## config.mk

```make
export PLATFORM = sky130hd
export DESIGN_NAME = can_axil_master
export DESIGN_NICKNAME = d
export VERILOG_FILES = /design/src/rtl/can_axil_master.sv
export SDC_FILE = /design/constraint.sdc
export NUM_CORES = 1
export LEC_CHECK = 0
export ABC_CLOCK_PERIOD_IN_PS = 2200
export CAP_MARGIN = 0
export CORE_UTILIZATION = 41
export CTS_CLUSTER_DIAMETER = 60
export DETAILED_ROUTE_END_ITERATION = 8
export PLACE_DENSITY = 0.8
export SLEW_MARGIN = 30
export SYNTH_ARGS = -nofsm -noshare
export SYNTH_HDL_FRONTEND = slang
export SYNTH_SLANG_ARGS = --single-unit
```

## constraint.sdc

```tcl
create_clock -name sys_clk -period 2.2 [get_ports sys_clk]
set_clock_uncertainty 0.15 [all_clocks]
set_input_delay 0.44 -clock sys_clk [delete_from_list [all_inputs] [get_ports sys_clk]]
set_output_delay 0.44 -clock sys_clk [all_outputs]
set_load 0.02 [all_outputs]
```

## src/rtl/can_axil_master.sv

```systemverilog
// can_axil_master: single-outstanding AXI4-Lite register access engine for the CAN controller IP.
// Optional watchdog on slave handshakes is built when CAN_AXIL_TIMEOUT_EN is defined.
module can_axil_master #(
  parameter int ADDR_W = 8
`ifdef CAN_AXIL_TIMEOUT_EN
  , parameter int TIMEOUT_CYCLES = 1024
`endif
) (
  input  logic              sys_clk,
  input  logic              reset_n,
  input  logic [ADDR_W-1:0] wr_addr_in,
  input  logic [31:0]       wr_data_in,
  input  logic              wr_enable_in,
  output logic              wr_done_out,
  output logic              wr_busy_out,
  input  logic [ADDR_W-1:0] rd_addr_in,
  input  logic              rd_enable_in,
  output logic              rd_done_out,
  output logic [31:0]       rd_data_out,
  output logic              err_out,
  output logic [ADDR_W-1:0] m_awaddr,
  output logic              m_awvalid,
  input  logic              m_awready,
  output logic [31:0]       m_wdata,
  output logic [3:0]        m_wstrb,
  output logic              m_wvalid,
  input  logic              m_wready,
  input  logic [1:0]        m_bresp,
  input  logic              m_bvalid,
  output logic              m_bready,
  output logic [ADDR_W-1:0] m_araddr,
  output logic              m_arvalid,
  input  logic              m_arready,
  input  logic [31:0]       m_rdata,
  input  logic [1:0]        m_rresp,
  input  logic              m_rvalid,
  output logic              m_rready
);
  typedef enum logic [2:0] {IDLE, WR_REQ, WR_RESP, RD_REQ, RD_RESP, DONE} state_t;
  state_t state_q, state_d;
  logic [ADDR_W-1:0] aw_addr_q, ar_addr_q, pend_addr_q;
  logic [31:0] wdata_q, rd_data_q;
  logic [1:0] resp_q;
  logic aw_done_q, w_done_q, pend_q, is_rd_q;
  logic aw_ok, w_ok, start_rd, tmo;
  assign aw_ok = aw_done_q | (m_awvalid & m_awready);
  assign w_ok = w_done_q | (m_wvalid & m_wready);
  assign start_rd = (state_q == IDLE) & ~wr_enable_in & (rd_enable_in | pend_q);
`ifdef CAN_AXIL_TIMEOUT_EN
  logic [15:0] cnt_q;
  logic active;
  assign active = state_q inside {WR_REQ, WR_RESP, RD_REQ, RD_RESP};
  assign tmo = active & (cnt_q == 16'(TIMEOUT_CYCLES - 1));
  always_ff @(posedge sys_clk or negedge reset_n)
    if (!reset_n) cnt_q <= '0;
    else cnt_q <= (state_q == IDLE) ? '0 : active ? cnt_q + 16'd1 : cnt_q;
`else
  assign tmo = 1'b0;
`endif
  always_ff @(posedge sys_clk or negedge reset_n)
    if (!reset_n) state_q <= IDLE;
    else state_q <= state_d;
  always_comb begin
    state_d = state_q;
    case (state_q)
      IDLE:    state_d = wr_enable_in ? WR_REQ : (rd_enable_in | pend_q) ? RD_REQ : IDLE;
      WR_REQ:  state_d = tmo ? DONE : (aw_ok & w_ok) ? WR_RESP : WR_REQ;
      WR_RESP: state_d = (m_bvalid | tmo) ? DONE : WR_RESP;
      RD_REQ:  state_d = tmo ? DONE : m_arready ? RD_RESP : RD_REQ;
      RD_RESP: state_d = (m_rvalid | tmo) ? DONE : RD_RESP;
      default: state_d = IDLE;
    endcase
  end
  always_comb begin
    m_awvalid   = (state_q == WR_REQ) & ~aw_done_q;
    m_wvalid    = (state_q == WR_REQ) & ~w_done_q;
    m_wstrb     = {4{state_q == WR_REQ}};
    m_bready    = state_q == WR_RESP;
    m_arvalid   = state_q == RD_REQ;
    m_rready    = state_q == RD_RESP;
    m_awaddr    = aw_addr_q;
    m_wdata     = wdata_q;
    m_araddr    = ar_addr_q;
    wr_busy_out = state_q inside {WR_REQ, WR_RESP};
    wr_done_out = (state_q == DONE) & ~is_rd_q;
    rd_done_out = (state_q == DONE) & is_rd_q;
    err_out     = (state_q == DONE) & (|resp_q);
    rd_data_out = rd_data_q;
  end
  // A read arriving while busy (or alongside a write) parks in the one-deep pending slot.
  always_ff @(posedge sys_clk or negedge reset_n)
    if (!reset_n) begin
      aw_addr_q   <= '0;
      ar_addr_q   <= '0;
      pend_addr_q <= '0;
      wdata_q     <= '0;
      rd_data_q   <= '0;
      resp_q      <= '0;
      aw_done_q   <= 1'b0;
      w_done_q    <= 1'b0;
      pend_q      <= 1'b0;
      is_rd_q     <= 1'b0;
    end else begin
      if ((state_q == IDLE) & wr_enable_in) begin
        aw_addr_q <= wr_addr_in;
        wdata_q   <= wr_data_in;
      end
      if (start_rd) ar_addr_q <= rd_enable_in ? rd_addr_in : pend_addr_q;
      if (rd_enable_in & ((state_q != IDLE) | wr_enable_in)) begin
        pend_q      <= 1'b1;
        pend_addr_q <= rd_addr_in;
      end else if (start_rd) pend_q <= 1'b0;
      aw_done_q <= (state_q == WR_REQ) & aw_ok;
      w_done_q  <= (state_q == WR_REQ) & w_ok;
      if (state_q == IDLE) is_rd_q <= start_rd;
      if (tmo) resp_q <= 2'b10;
      if (tmo & is_rd_q) rd_data_q <= '1;
      if ((state_q == WR_RESP) & m_bvalid) resp_q <= m_bresp;
      if ((state_q == RD_RESP) & m_rvalid) begin
        resp_q    <= m_rresp;
        rd_data_q <= m_rdata;
      end
    end
endmodule

```

==> impl_metrics.tcl <==
set metrics [dict create \
    grt_pass1_vias 2899 \
    synth_top_cell_by_area "dfrtp_1" \
    fmax_mhz 470 \
    relSlewSlack_pct 73.6 \
    clk_pin_slew_worst_paths_ns 0.10 \
    synth_cells 256 \
    initial_core_util_pct 42.6 \
    drv_cap 0 \
    dpl_worst_slack_ns -0.0637 \
    tightest_slew_ns 0.395 \
    filler_cell_count 751 \
    cts_setup_buffers 0 \
    p_leak_nw 2.63 \
    netlist.area_leader.share_pct 61.1 \
    grt_pass1_wl_um 14500 \
    postRouteAntennaNets 0 \
    hpwl_um 6950 \
    grt_use_total_pct 18.7 \
    antenna_found_initial 0 \
    setup_ws_ns 0.0715 \
    ys_seq_area_share_pct 61.1 \
    gp_congestion 0.753 \
    clkSinkCount 97 \
    nets 546 \
    synth_area_leaders "dfrtp_1, mux2_2, mux2_4" \
    fp.dieH_um 100 \
    critPathRequiredTime_ns 1.61 \
    area_delta_synth_final_pct 56.4 \
    hold_class "in2async" \
    drive_gt1_share_pct 31.2 \
    start_kind "flop" \
    place_area_um2 6030 \
    ys_seq_elements 97 \
    drc 0 \
    finalMaxSlewViolations 0 \
    cts-root-buf "clkbuf_8" \
    core_um2 9330 \
    synth_cell_types 31 \
    avgSynthCellArea_um2 15.5 \
    dieArea_um2 10100 \
    wire_per_inst_um 15.4 \
    status "finished clean" \
    gr-total-overflow 0 \
    hold_viol 0 \
    finalSetupViolCount 0 \
    cts_buffers 9 \
    power.density_nw_per_um2 1450 \
    first_iter_violations 45 \
    fin_area_um2 6210 \
    cp-end-kind "output pin" \
    grt_start_max_net_pins 55 \
    num_antenna_cells 0 \
    synthesis.nets 349 \
    fin_crit_sh_pct 96.8 \
    fp-row-count 35 \
    vias 2767 \
    period_needed_ns 2.13 \
    pin_count 186 \
    rsz0062_at_grt "false" \
    worstSkewPairLatency_ns 0.35 \
    io_buffers 185 \
    dieWidth_um 100 \
    syn-cell-area_um2 3970 \
    htree_levels 3 \
    first_pass_iters 4 \
    cts.path.max_buffers 2 \
    cts_tree "yes" \
    critical_path_class "reg2out" \
    arrival_ns 1.54 \
    max-vdd-ir-drop_mv 0.818 \
    yosysWarnings 0 \
    fin_util_pct 66.6 \
    wl_um 9060 \
    avgViaCountPerCell 4.71 \
    critPathMaxFanout 5 \
]
cell families (layout without fill, tap and decap cells):
logic type / Yosys count / in the layout / share of synthesized area (%)
muxes: 101 / 101 / 29.4
buffers and inverters: 20 / 222 / 3.28
and+or+nand+nor: 29 / 29 / 4.57
DFF: 97 / 97 / 61.1
AOI/OAI and AO/OA: 9 / 9 / 1.67
per-stage QoR:
step	hold slack [ns]	TNS [ns]	power, mW	instances
6_report	0.348	0	9.03	587
5_1_grt	0.348	0	9.54	587
4_1_cts	0.342	0	9.15	587
3_5_place_dp	0.192	-0.852	8.02	570
2_1_floorplan	-0.00559	0	5.72	256
3_3_place_gp	0.189	-0.0194	7.88	570
cell type report:
| cell class | instances | area [µm²] | share of cell area, % |
|---|---|---|---|
| Multi-Input combinational cell | 139 | 1440 | 23.1 |
| Inverter | 3 | 11.3 | 0.181 |
| Clock buffer | 10 | 128 | 2.05 |
| Timing Repair Buffer | 203 | 1980 | 31.8 |
| Sequential cell | 97 | 2430 | 39.1 |
| Clock inverter | 6 | 72.6 | 1.17 |
| Tap cell | 129 | 161 | 2.60 |
flip-flops by register name (all words and copies together), names as in the netlist:
signal / flops
is_rd_q: 1
rd_data_out: 32
pend_q: 1
w_done_q: 1
m_araddr: 8
m_awaddr: 8
resp_q: 2
aw_done_q: 1
pend_addr_q: 8
state_q: 3
m_wdata: 32
critical path: stages (launching register included):
cell	delay [ns]
dfrtp_1	0.40
or3b_4	0.43
nor2_1	0.11
clkdlybuf4s15_2	0.26
layout by cell type, fill, tap and decap left out, types with 2 or more instances in the layout:
cell               n
clkdlybuf4s50_1  171
dfrtp_1           97
mux2_2            82
buf_4             16
nor2_1            12
mux2_1            10
clkbuf_8           9
mux2_4             8
buf_2              6
clkdlybuf4s15_2    4
inv_6              3
nor2b_1            2
nor3_1             2
inv_1              2
nand3b_1           2
a21oi_1            2
clkbuf_2           2
buf_12             2
worst paths after layout:
kind                              endpoint           start  cells past startpoint  slack [ns]
max in group asynchronous  rd_data_out[19]         reset_n                      3        0.94
min in group sys_clk        pend_addr_q[6]  pend_addr_q[6]                      1        0.35
setup reg to reg               m_araddr[5]      state_q[0]                      4        0.18
hold / removal                 m_wdata[12]         reset_n                      2        0.35
hold reg to reg             pend_addr_q[6]  pend_addr_q[6]                      1        0.35
setup / recovery                 m_awvalid      state_q[1]                      3        0.07
power by group:
group	leakage [nW]	total, mW	switching, mW	internal (mW)
clock network	0.0979	1.17	0.627	0.541
registers	1.16	3.09	0.442	2.65
logic	1.37	4.77	2.17	2.60
total	2.63	9.03	3.24	5.79
cell usage after synthesis:
cell / count
o21a_1: 1
or2b_1: 1
o2bb2ai_1: 1
buf_6: 2
nor2_8: 1
clkbuf_1: 3
mux2_4: 8
buf_4: 10
nor2b_1: 3
nand3b_1: 2
nor3b_1: 1
o31a_1: 1
or3b_2: 1
nor2_1: 12
dfrtp_1: 97
o21ai_0: 1
nand2_1: 1
a21oi_1: 2
or4_4: 1
and2_1: 2
a211o_1: 1
nor4bb_1: 1
nor3_1: 2
a2111o_1: 1
mux2_1: 10
nand2_4: 1
mux2i_1: 1
inv_1: 3
buf_2: 2
o22ai_1: 1
mux2_2: 82
routing by layer:
metal  track usage, %  part of all wire (%)  up-vias
met3             4.39                   5.9        9
met4             5.69                  0.94        0
met5                0                     0        -
met2             33.5                    52       98
met1             22.2                    41     1373
li1                 -                     -     1287
what timing repair did:
action,4_1_cts,5_1_grt
endpoints found under the setup margin,13,6
gates resized for setup,39,9
hold buffers,1,0
endpoints found under the hold margin,19,0
(Power assumes the default switching activity.)
